==> config.mk <==
export PLATFORM = sky130hd
export DESIGN_NAME = mon_timepulse_decoder_flat
export DESIGN_NICKNAME = d
export VERILOG_FILES = /design/src/rtl/agc_mon_pkg.sv /design/src/rtl/mon_timepulse_decoder_if.sv /design/src/rtl/mon_timepulse_decoder_settle.sv /design/src/rtl/mon_timepulse_decoder.sv /design/src/flat_wrapper.sv
export SDC_FILE = /design/constraint.sdc
export NUM_CORES = 1
export LEC_CHECK = 0
export CAP_MARGIN = 20
export CORE_UTILIZATION = 25
export DETAILED_ROUTE_END_ITERATION = 8
export GPL_TIMING_DRIVEN = 0
export PLACE_DENSITY = 0.5
export SKIP_CTS_REPAIR_TIMING = 1
export SKIP_LAST_GASP = 1
export SLEW_MARGIN = 20
export SYNTH_ARGS = -nofsm -noshare
export SYNTH_HDL_FRONTEND = slang
export SYNTH_SLANG_ARGS = --single-unit
==> constraint.sdc <==
create_clock -name SIM_CLK -period 3.9 [get_ports SIM_CLK]
set_input_delay 0.975 -clock SIM_CLK [delete_from_list [all_inputs] [get_ports SIM_CLK]]
set_output_delay 0.975 -clock SIM_CLK [all_outputs]
set_load 0.01 [all_outputs]
==> src/rtl/agc_mon_pkg.sv <==
// Shared types and constants for the monitor time-pulse decoder:
// tracker states, pattern classes, TCODE limits and ERRCODE field layout.
package agc_mon_pkg;

  typedef enum logic [1:0] {
    SYNC_WAIT = 2'd0,
    TRACK     = 2'd1,
    STALLED   = 2'd2
  } mon_state_t;

  typedef enum logic [1:0] {
    PAT_ZERO   = 2'd0,
    PAT_ONEHOT = 2'd1,
    PAT_MULTI  = 2'd2
  } pat_class_t;

  localparam int unsigned TCODE_W = 4;
  localparam int unsigned ERR_W   = 8;

  localparam logic [TCODE_W-1:0] T_NONE  = 4'd0;
  localparam logic [TCODE_W-1:0] T_FIRST = 4'd1;
  localparam logic [TCODE_W-1:0] T_LAST  = 4'd12;

  // ERRCODE = {expected, got}
  localparam int ERR_EXP_MSB = 7;
  localparam int ERR_EXP_LSB = 4;
  localparam int ERR_GOT_MSB = 3;
  localparam int ERR_GOT_LSB = 0;

  function automatic pat_class_t classify(input logic [11:0] p);
    pat_class_t c;
    case ($countones(p))
      0:       c = PAT_ZERO;
      1:       c = PAT_ONEHOT;
      default: c = PAT_MULTI;
    endcase
    return c;
  endfunction

  // Only meaningful for one-hot input; bit 0 is MT01.
  function automatic logic [TCODE_W-1:0] encode(input logic [11:0] p);
    logic [TCODE_W-1:0] c;
    c = T_NONE;
    for (int i = 0; i < 12; i++) begin
      if (p[i]) c = 4'(i + 1);
    end
    return c;
  endfunction

  function automatic logic [TCODE_W-1:0] next_tcode(input logic [TCODE_W-1:0] t);
    return (t == T_LAST) ? T_FIRST : t + 4'd1;
  endfunction

endpackage

==> src/rtl/mon_timepulse_decoder_if.sv <==
// Bundle of the monitor time-pulse lines, control strobes and decoder results.
// master drives the timer-side lines; slave is the decoder.
interface mon_timepulse_decoder_if;
  import agc_mon_pkg::*;

  logic MT01, MT02, MT03, MT04, MT05, MT06;
  logic MT07, MT08, MT09, MT10, MT11, MT12;
  logic GOJAM;
  logic ERR_CLR;

  logic [TCODE_W-1:0] TCODE;
  logic               TVALID;
  logic               TSTEP;
  logic [15:0]        MCT_CNT;
  logic               SEQERR;
  logic               MULTI;
  logic [ERR_W-1:0]   ERRCODE;
  logic               STALL;

  modport master (
    output MT01, MT02, MT03, MT04, MT05, MT06,
    output MT07, MT08, MT09, MT10, MT11, MT12,
    output GOJAM, ERR_CLR,
    input  TCODE, TVALID, TSTEP, MCT_CNT, SEQERR, MULTI, ERRCODE, STALL
  );

  modport slave (
    input  MT01, MT02, MT03, MT04, MT05, MT06,
    input  MT07, MT08, MT09, MT10, MT11, MT12,
    input  GOJAM, ERR_CLR,
    output TCODE, TVALID, TSTEP, MCT_CNT, SEQERR, MULTI, ERRCODE, STALL
  );

endinterface

==> src/rtl/mon_timepulse_decoder_settle.sv <==
// Input register plus stability counter: a sample pattern that stays unchanged
// for SETTLE consecutive samples produces exactly one accept strobe.
module mon_settle_filter
  import agc_mon_pkg::*;
#(
  parameter int unsigned SETTLE = 3
) (
  input  logic               i_clk,
  input  logic               i_rst,
  input  logic [11:0]        i_mt,
  output logic               o_accept,
  output pat_class_t         o_class,
  output logic [TCODE_W-1:0] o_code
);

  localparam int unsigned CW = $clog2(SETTLE + 1);

  logic [11:0]        r_sample;
  logic [CW-1:0]      r_cnt;
  logic               r_accept;
  pat_class_t         r_class;
  logic [TCODE_W-1:0] r_code;

  logic               w_changed;
  logic [CW-1:0]      w_cnt_next;
  logic               w_accept_next;

  // Counter saturates at SETTLE so a held pattern fires only on the edge it gets there.
  always_comb begin
    w_changed = (i_mt != r_sample);
    if (w_changed)
      w_cnt_next = CW'(1);
    else if (r_cnt == CW'(SETTLE))
      w_cnt_next = r_cnt;
    else
      w_cnt_next = r_cnt + CW'(1);
    w_accept_next = (w_cnt_next == CW'(SETTLE)) && (w_changed || (r_cnt != CW'(SETTLE)));
  end

  always_ff @(posedge i_clk or posedge i_rst) begin
    if (i_rst) begin
      r_sample <= '0;
      r_cnt    <= '0;
      r_accept <= 1'b0;
      r_class  <= PAT_ZERO;
      r_code   <= T_NONE;
    end else begin
      r_sample <= i_mt;
      r_cnt    <= w_cnt_next;
      r_accept <= w_accept_next;
      r_class  <= classify(i_mt);
      r_code   <= encode(i_mt);
    end
  end

  assign o_accept = r_accept;
  assign o_class  = r_class;
  assign o_code   = r_code;

endmodule

==> src/rtl/mon_timepulse_decoder.sv <==
// Monitor-side decoder for the MT01..MT12 time pulses: tracks the pulse
// sequence, counts memory cycles and raises sequence/multi-hot/stall flags.
module mon_timepulse_decoder
  import agc_mon_pkg::*;
#(
  parameter int unsigned SETTLE      = 3,
  parameter int unsigned STALL_LIMIT = 128
) (
  input  logic                     SIM_CLK,
  input  logic                     RESET,
  mon_timepulse_decoder_if.slave   mon
);

  localparam int unsigned SW = $clog2(STALL_LIMIT + 1);

  logic [11:0]        w_mt;
  logic               w_accept;
  pat_class_t         w_class;
  logic [TCODE_W-1:0] w_code;
  logic [TCODE_W-1:0] w_expected;
  logic               w_seqerr_held;

  mon_state_t         r_state;
  logic [TCODE_W-1:0] r_tcode;
  logic               r_tvalid;
  logic               r_tstep;
  logic [15:0]        r_mct_cnt;
  logic               r_seqerr;
  logic               r_multi;
  logic [ERR_W-1:0]   r_errcode;
  logic [SW-1:0]      r_stall_cnt;

  assign w_mt = {mon.MT12, mon.MT11, mon.MT10, mon.MT09, mon.MT08, mon.MT07,
                 mon.MT06, mon.MT05, mon.MT04, mon.MT03, mon.MT02, mon.MT01};

  mon_settle_filter #(
    .SETTLE (SETTLE)
  ) u_filter (
    .i_clk    (SIM_CLK),
    .i_rst    (RESET),
    .i_mt     (w_mt),
    .o_accept (w_accept),
    .o_class  (w_class),
    .o_code   (w_code)
  );

  // A same-cycle ERR_CLR counts as "SEQERR clear" so a fresh error captures ERRCODE.
  always_comb begin
    w_expected    = next_tcode(r_tcode);
    w_seqerr_held = r_seqerr && !mon.ERR_CLR;
  end

  always_ff @(posedge SIM_CLK or posedge RESET) begin
    if (RESET) begin
      r_state     <= SYNC_WAIT;
      r_tcode     <= T_NONE;
      r_tvalid    <= 1'b0;
      r_tstep     <= 1'b0;
      r_mct_cnt   <= '0;
      r_seqerr    <= 1'b0;
      r_multi     <= 1'b0;
      r_errcode   <= '0;
      r_stall_cnt <= '0;
    end else begin
      r_tstep <= 1'b0;

      if (mon.ERR_CLR) begin
        r_seqerr  <= 1'b0;
        r_multi   <= 1'b0;
        r_errcode <= '0;
      end

      if (mon.GOJAM) begin
        r_state     <= SYNC_WAIT;
        r_tcode     <= T_NONE;
        r_tvalid    <= 1'b0;
        r_stall_cnt <= '0;
      end else begin
        if (r_stall_cnt != SW'(STALL_LIMIT))
          r_stall_cnt <= r_stall_cnt + SW'(1);
        if ((r_state == TRACK) && (r_stall_cnt >= SW'(STALL_LIMIT - 1)))
          r_state <= STALLED;

        // A one-hot acceptance below overrides the stall transition above.
        if (w_accept) begin
          case (w_class)
            PAT_MULTI: r_multi <= 1'b1;
            PAT_ONEHOT: begin
              if (r_state == TRACK) begin
                if (w_code == w_expected) begin
                  if (r_tcode == T_LAST)
                    r_mct_cnt <= r_mct_cnt + 16'd1;
                end else begin
                  if (!w_seqerr_held) begin
                    r_errcode[ERR_EXP_MSB:ERR_EXP_LSB] <= w_expected;
                    r_errcode[ERR_GOT_MSB:ERR_GOT_LSB] <= w_code;
                  end
                  r_seqerr <= 1'b1;
                end
              end
              r_tcode     <= w_code;
              r_tvalid    <= 1'b1;
              r_tstep     <= 1'b1;
              r_stall_cnt <= '0;
              r_state     <= TRACK;
            end
            default: ;
          endcase
        end
      end
    end
  end

  assign mon.TCODE   = r_tcode;
  assign mon.TVALID  = r_tvalid;
  assign mon.TSTEP   = r_tstep;
  assign mon.MCT_CNT = r_mct_cnt;
  assign mon.SEQERR  = r_seqerr;
  assign mon.MULTI   = r_multi;
  assign mon.ERRCODE = r_errcode;
  assign mon.STALL   = (r_state == STALLED);

endmodule

==> src/flat_wrapper.sv <==
// flat-port wrapper written by rule: the top's interface ports become plain ports
module mon_timepulse_decoder_flat import agc_mon_pkg::*;
#(
  parameter int unsigned SETTLE      = 3,
  parameter int unsigned STALL_LIMIT = 128
)
  (SIM_CLK, RESET, mon_MT01, mon_MT02, mon_MT03, mon_MT04, mon_MT05, mon_MT06, mon_MT07, mon_MT08, mon_MT09, mon_MT10, mon_MT11, mon_MT12, mon_GOJAM, mon_ERR_CLR, mon_TCODE, mon_TVALID, mon_TSTEP, mon_MCT_CNT, mon_SEQERR, mon_MULTI, mon_ERRCODE, mon_STALL);
  mon_timepulse_decoder_if mon_i ();
  input  logic SIM_CLK;
  input  logic RESET;
  input wire logic [$bits(mon_i.MT01)-1:0] mon_MT01;
  input wire logic [$bits(mon_i.MT02)-1:0] mon_MT02;
  input wire logic [$bits(mon_i.MT03)-1:0] mon_MT03;
  input wire logic [$bits(mon_i.MT04)-1:0] mon_MT04;
  input wire logic [$bits(mon_i.MT05)-1:0] mon_MT05;
  input wire logic [$bits(mon_i.MT06)-1:0] mon_MT06;
  input wire logic [$bits(mon_i.MT07)-1:0] mon_MT07;
  input wire logic [$bits(mon_i.MT08)-1:0] mon_MT08;
  input wire logic [$bits(mon_i.MT09)-1:0] mon_MT09;
  input wire logic [$bits(mon_i.MT10)-1:0] mon_MT10;
  input wire logic [$bits(mon_i.MT11)-1:0] mon_MT11;
  input wire logic [$bits(mon_i.MT12)-1:0] mon_MT12;
  input wire logic [$bits(mon_i.GOJAM)-1:0] mon_GOJAM;
  input wire logic [$bits(mon_i.ERR_CLR)-1:0] mon_ERR_CLR;
  output wire logic [$bits(mon_i.TCODE)-1:0] mon_TCODE;
  output wire logic [$bits(mon_i.TVALID)-1:0] mon_TVALID;
  output wire logic [$bits(mon_i.TSTEP)-1:0] mon_TSTEP;
  output wire logic [$bits(mon_i.MCT_CNT)-1:0] mon_MCT_CNT;
  output wire logic [$bits(mon_i.SEQERR)-1:0] mon_SEQERR;
  output wire logic [$bits(mon_i.MULTI)-1:0] mon_MULTI;
  output wire logic [$bits(mon_i.ERRCODE)-1:0] mon_ERRCODE;
  output wire logic [$bits(mon_i.STALL)-1:0] mon_STALL;
  assign mon_i.MT01 = mon_MT01;
  assign mon_i.MT02 = mon_MT02;
  assign mon_i.MT03 = mon_MT03;
  assign mon_i.MT04 = mon_MT04;
  assign mon_i.MT05 = mon_MT05;
  assign mon_i.MT06 = mon_MT06;
  assign mon_i.MT07 = mon_MT07;
  assign mon_i.MT08 = mon_MT08;
  assign mon_i.MT09 = mon_MT09;
  assign mon_i.MT10 = mon_MT10;
  assign mon_i.MT11 = mon_MT11;
  assign mon_i.MT12 = mon_MT12;
  assign mon_i.GOJAM = mon_GOJAM;
  assign mon_i.ERR_CLR = mon_ERR_CLR;
  assign mon_TCODE = mon_i.TCODE;
  assign mon_TVALID = mon_i.TVALID;
  assign mon_TSTEP = mon_i.TSTEP;
  assign mon_MCT_CNT = mon_i.MCT_CNT;
  assign mon_SEQERR = mon_i.SEQERR;
  assign mon_MULTI = mon_i.MULTI;
  assign mon_ERRCODE = mon_i.ERRCODE;
  assign mon_STALL = mon_i.STALL;
  mon_timepulse_decoder #(.SETTLE(SETTLE), .STALL_LIMIT(STALL_LIMIT)) u_core (.SIM_CLK(SIM_CLK), .RESET(RESET), .mon(mon_i));
endmodule
# Word-level counts from Yosys, hierarchy flattened
# Cells that the tools add are included.
[totals] register_bits=63 latch_bits=0 ram_bits=0 romBits=0 in_bits=16 out_inout_bits=33 wordCells=103 mem_count=0
[op_classes] addsub=15 mul=0 div=0 n_lt_le_gt_ge=1 eq_ne=12 shift=0 mux=50 bitwise_logic=1 reduce_logical=10
[ops] op="2-to-1 mux 8 bit" n=11
[ops] op="2-to-1 mux 4 bit" n=15
[ops] op="zero test 32 bit" n=1
[ops] op="2-to-1 mux 1 bit" n=17
[ops] op="adder 16 x 1 -> 16 bit, second input constant" n=1
[ops] op="adder 1 x 1 -> 2 bit" n=6
[ops] op="2-to-1 mux 2 bit" n=6
[ops] op="inequality test 12 bit" n=1
[ops] op="adder 2 x 2 -> 3 bit" n=3
[ops] op="adder 8 x 1 -> 8 bit, second input constant" n=1
[ops] op="equality test 2 bit, second input constant" n=4
[ops] op="greater-or-equal comparator 8 x 7 -> 1 bit, second input constant" n=1
[ops] op="inequality test 8 bit, second input constant" n=1
[ops] op="AND reduction 6 bit" n=1
[ops] op="adder 4 x 3 -> 5 bit" n=1
[ops] op="equality test 5 x 1 -> 1 bit, second input constant" n=1
[ops] op="adder 3 x 3 -> 4 bit" n=1
[ops] op="adder 4 x 1 -> 4 bit, second input constant" n=1
[ops] op="equality test 2 x 1 -> 1 bit, second input constant" n=2
[ops] op="equality test 4 bit" n=1
[ops] op="equality test 4 bit, second input constant" n=1
[ops] op="case mux 2 bit (2 select lines)" n=1
[ops] op="nonzero test 2 bit" n=2
[ops] op="logical AND 1 bit" n=3
[ops] op="other kinds (6)" n=6

# Longest topological paths before layout
[logic_depth] ltp_word=12 depth_mapped=13 depth_no_buf=13

# Hierarchy
# From an unflattened synthesis, not the netlist that was laid out.
[hier_totals] cells_unflattened=288 area_unflattened_um2=3206.8
[by_module_without_submodules] module="mon_timepulse_decoder" instances=1 cells_each=188 area_each_um2=2082.0 seq_area_each_um2=1051.0
[by_module_without_submodules] module="mon_settle_filter" instances=1 cells_each=100 area_each_um2=1124.8 seq_area_each_um2=525.5

# Worst setup path before layout
# No wires, ideal clock.
[synth_path] kind="input to register" start="input port mon_MT12" end="register u_core.u_filter.r_class[0] (netlist: u_core.u_filter.o_class[0])" setup_ps=72 t_arrival_ps=4446 required_ps=3828 path_slack_ps=-618 stages=13 n_path_buf=0 cell_sequence="fa_1 -> fa_1 -> inv_1 -> fa_1 -> fa_1 -> inv_1 -> ha_1 -> inv_1 -> fa_1 -> a2111oi_0 -> a21oi_1 -> or3b_2 -> nor2_1"
[synth_via] elab_chain_len=5 word_cells_on_any_way=6 cone_classes="add/sub (3); eq/ne (1); mux (1); reduce/logical (1)"
[synth_rtl] item="start: declaration" line="flat_wrapper.sv:22" rtl="input wire logic [$bits(mon_i.MT12)-1:0] mon_MT12;"
[synth_rtl] item="adder 1 x 1 -> 2 bit (implied by the code) *" line="agc_mon_pkg.sv:32" rtl="case ($countones(p))"
[synth_rtl] item="adder 2 x 2 -> 3 bit (implied by the code) *" line="agc_mon_pkg.sv:32"
[synth_rtl] item="adder 4 x 3 -> 5 bit (implied by the code) *" line="agc_mon_pkg.sv:32"
[synth_rtl] item="zero test 32 bit or equality test 5 x 1 -> 1 bit (tied branches)" line="agc_mon_pkg.sv:32"
[synth_rtl] item="case mux 2 bit (2 select lines) *" line="agc_mon_pkg.sv:32"
[synth_rtl] item="end signal: assignment" line="mon_timepulse_decoder_settle.sv:51" rtl="r_class <= classify(i_mt);"
[synth_rtl] item="end: declaration" line="mon_timepulse_decoder_settle.sv:21" rtl="pat_class_t r_class;"
# Every way passes the cells marked *; elsewhere a longest branch is shown, timed or not.
# A chain may end at the register's enable or synchronous reset.

# Final worst setup path
[layout_path] start="input port mon_MT05" end="register u_core.u_filter.r_class[0] (netlist: u_core.u_filter.o_class[0])"
[layout_via] elab_chain_len=6 word_cells_on_any_way=7 cone_classes="add/sub (4); eq/ne (1); mux (1); reduce/logical (1)"
[layout_rtl] item="start: declaration" line="flat_wrapper.sv:15" rtl="input wire logic [$bits(mon_i.MT05)-1:0] mon_MT05;"
[layout_rtl] item="adder 1 x 1 -> 2 bit (implied by the code) *" line="agc_mon_pkg.sv:32"
[layout_rtl] item="adder 2 x 2 -> 3 bit (implied by the code) *" line="agc_mon_pkg.sv:32"
[layout_rtl] item="adder 3 x 3 -> 4 bit (implied by the code) *" line="agc_mon_pkg.sv:32"
[layout_rtl] item="adder 4 x 3 -> 5 bit (implied by the code) *" line="agc_mon_pkg.sv:32"
[layout_rtl] item="zero test 32 bit or equality test 5 x 1 -> 1 bit (tied branches)" line="agc_mon_pkg.sv:32"
[layout_rtl] item="case mux 2 bit (2 select lines) *" line="agc_mon_pkg.sv:32"
# Marks and branches as above.

==> flow_metrics.env <==
export IMPL_status="finished, violations left"
export IMPL_failing_checks="setup timing"
export IMPL_synth_area_per_cell_um2=11.06
export IMPL_routed_wl_um=6557
export IMPL_globalRoute_totalOverflow=0
export IMPL_clock_tree_root_cell="clkbuf_16"
export IMPL_min_from="u_core.u_filter.r_cnt[0]"
export IMPL_number_of_antenna_violations_at_the_first_check_in_global_routing=0
export IMPL_drv_cap=0
export IMPL_grt_pass1_wl_um=11010
export IMPL_worst_slew_pin_transition_ns=0.6219
export IMPL_worst_ep_arrival_time_ns=4.41
export IMPL_r2r_start="u_core.mon.TCODE[0]"
export IMPL_p_per_area_nw_per_um2=433.3
export IMPL_xor_xnor_share_of_the_synthesized_area_pct=10.82
export IMPL_area_growth_pct=35.48
export IMPL_worst_setup_hold_path_clk_slew_ns=0.05
export IMPL_yosys_area_share_adder_pct=8.218
export IMPL_commonest_non_fill_non_tap_cells_in_the_layout="dfrtp_1 (63), clkdlybuf4s50_1 (41), xor2_1 (27)"
export IMPL_sw_frac_of_total_pct=23.52
export IMPL_synth_mux_area_fraction_pct=2.482
export IMPL_initial_util_pct=25.60
export IMPL_critical_path_slowest_cell="fa_1"
export IMPL_first_global_vias=2179
export IMPL_die_width_um=112.9
export IMPL_synth_warning_count=0
export IMPL_period_share_pct=106.4
export IMPL_pwr_share_comb_pct=13.3
export IMPL_ys_seq_elements=63
export IMPL_p_sw_mw=0.4247
export IMPL_numCtsBuffers=9
export IMPL_grtUsageTotal_pct=11.30
export IMPL_timing_final_ws_setup_ns=-0.2494
export IMPL_antenna_diode_count=0
export IMPL_critPathMaxStageDelay_ns=0.49
export IMPL_port_buffer_count=48
export IMPL_synth_net_count=310
export IMPL_cp_common_cell="fa_1"
export IMPL_buffer_levels_on_the_longest_clock_path=2
export IMPL_viasPerCell=4.413
export IMPL_timing_final_hold_violations=0
export IMPL_timing_critical_path_to_type="register"
export IMPL_wl_per_cell_um=13.33
export IMPL_tritoncts="built"
export IMPL_postPlaceCellArea_um2=3784
export IMPL_report_final_slew_viol_count=0
export IMPL_fraction_of_registers_with_async_set_or_reset_after_synthesis_pct=100.0
export IMPL_yosysSeqAreaShare_pct=51.26
export IMPL_critical_path_cell_chain="buf_2 > fa_1 > fa_1 > inv_1 > fa_1 > fa_1 > inv_2 > ha_4 > inv_2 > fa_2 > a2111oi_4 > a21oi_2 > or3b_4 > nor2_2"
export IMPL_gp_congestion=0.7980
export IMPL_i_o_pin_count=49
export IMPL_post_route_cells_drive_above_1_share_pct=13.91
export IMPL_netlist_area_um2=3075
export IMPL_vert_die_dim_um=112.9
export IMPL_drt_initial_drc_count=84
export IMPL_synth_enable_flop_cells=0
export IMPL_share_clk_of_total_power_pct=48.6
export IMPL_drc_violation_count_after_routing=0
export IMPL_final_cell_area_um2=4167
export IMPL_drt_pre_antenna_iters=5
export IMPL_post_synth_inst_count=278
export IMPL_utilization_pct=34.69
export IMPL_layout_cells_most_common="dfrtp_1"
export IMPL_cts_sink_count=63
export IMPL_dp_final_hpwl_um=4810
export IMPL_detailroute_via_count=2171
export IMPL_yosys_area_share_simple_pct=17.70
export IMPL_setup_viol=2
export IMPL_path_class_of_the_lowest_slack_min_delay_path="reg -> reg"
export IMPL_ant_nets=0
export IMPL_grt_max_degree=46
export IMPL_netlist_cell_type_count=46
export IMPL_finalClockSkew_ns=0.003688
export IMPL_timing_critical_path_from="mon_MT05"
export IMPL_dominantRegCellSynth="dfrtp_1"
export IMPL_seq_power_share_pct=38.1
export IMPL_critPathMaxFanout=6
export IMPL_worstSkewPairLatency_ns=0.33
export IMPL_ir_drop_uv=251.3
export IMPL_max_freq_mhz=241.0
export IMPL_die_area_um2=12750
export IMPL_synth_compound_gate_area_share_pct=5.492
export IMPL_setup_repair_after_global_routing_missed_its_margin="yes"
export IMPL_max_slew_margin_rel_pct=58.22
export IMPL_number_of_nets_in_the_layout=372
export IMPL_combinational_family_with_the_most_area_after_synthesis="simple AND/OR/NAND/NOR gates"
export IMPL_crit_required_ns=4.16
export IMPL_timing_final_crit_period_ns=4.149
export IMPL_power_total_mw=1.805
export IMPL_critPathKind="in -> reg"
export IMPL_cellInternalPower_mw=1.381
export IMPL_floorplan_rows=40
export IMPL_launching_element_type_of_the_critical_path="primary input"
export IMPL_clock_tree_htree_level_count=3
export IMPL_leakage_nw=1.868
export IMPL_core_area_um2=12010
through the flow:
step / worst slack [ns] / hold WS, ns / cells / setup TNS [ns]
detailed placement: -1.179 / 0.4538 / 474 / -2.323
global placement: -1.120 / 0.4435 / 473 / -2.210
finish: -0.2494 / 0.4665 / 492 / -0.4755
floorplan: -0.3799 / 0.4227 / 278 / -0.7428
global route: -0.3713 / 0.4881 / 492 / -0.7052
CTS: -0.8459 / 0.4674 / 490 / -1.644
power groups by stage:
stage	clock (mW)	combinational, mW	sequential (mW)
after floorplan	0	0.142	0.695
after global placement	0	0.196	0.698
after detailed placement	0	0.206	0.699
after CTS	0.900	0.208	0.687
after global routing	0.930	0.274	0.689
final	0.877	0.241	0.687
cells by family (layout without fill, tap and decap cells):
family	Yosys count	after routing
DFF	63	63
xor gates and xnor gates	38	38
muxes	7	7
AOI/OAI and AO/OA	24	24
buffers and inverters	31	98
adders and majority gates	16	16
and+or+nand+nor	99	99
routing by layer:
layer	GRT usage, %	wire [µm]
met2	16.58	3025
met4	6.842	156
met3	3.160	244
met1	14.82	3131
met5	0	0
worst paths after layout:
check                      cells past startpoint  slack (ns)                          to
max                                           14       -0.25  u_core.u_filter.o_class[0]
min                                            1        0.47    u_core.u_filter.o_accept
max reg2reg                                    8        1.45       u_core.mon.ERRCODE[2]
min reg2reg                                    1        0.47    u_core.u_filter.o_accept
max in group asynchronous                      3        2.44       u_core.r_stall_cnt[4]
min in group asynchronous                      2        0.95       u_core.mon.MCT_CNT[5]
synth_stat cells, types with 2 or more instances:
master | number | area [µm²]
ha_1 | 9 | 112.6
nand2b_1 | 4 | 25.02
or3b_2 | 2 | 17.52
mux2_2 | 5 | 56.30
mux2i_1 | 2 | 20.02
nor2b_1 | 10 | 62.56
nand3b_1 | 2 | 15.01
dfrtp_1 | 63 | 1577
inv_1 | 29 | 108.9
nand4_1 | 5 | 31.28
a21oi_1 | 7 | 35.03
nor3_2 | 2 | 20.02
or4_1 | 2 | 15.01
nor2_1 | 19 | 71.32
fa_1 | 7 | 140.1
nor4_1 | 4 | 25.02
o21a_1 | 2 | 15.01
xor2_1 | 27 | 236.5
and3_1 | 2 | 12.51
o2bb2ai_1 | 2 | 17.52
a22o_1 | 2 | 17.52
xnor2_1 | 11 | 96.34
nor3_1 | 10 | 50.05
nand2_1 | 17 | 63.81
nand3_1 | 10 | 50.05
o21ai_0 | 3 | 15.01
critical path, delay by kind of cell:
family                     cells  cell delay, ns
adders and majority gates      6            2.37
and+or+nand+nor                2            0.48
buffers and inverters          4            0.30
AOI/OAI and AO/OA              2            0.27
sequential cells by signal, summed over array words and instances, names as in the netlist:
name and flops:
u_core.mon.TSTEP 1, u_core.mon.MCT_CNT 16, u_core.mon.ERRCODE 8, u_core.r_stall_cnt 8, u_core.mon.TVALID 1, u_core.mon.SEQERR 1, u_core.mon.TCODE 4, u_core.u_filter.o_code 4
u_core.u_filter.o_accept 1, u_core.r_state 2, u_core.u_filter.o_class 2, u_core.u_filter.r_sample 12, u_core.u_filter.r_cnt 2, u_core.mon.MULTI 1
final cells by class:
class,instances,area [µm²]
fillers,1203,7845
flip-flops and latches,63,1577
multi-input cells,184,1418
repair buffers,51,529.3
clock buffers,11,252.7
well taps,147,183.9
inverters,29,111.4
clock inverters,5,80.08
plain buffers,2,15.01
Note: power is estimated with default switching activity, not from simulation.
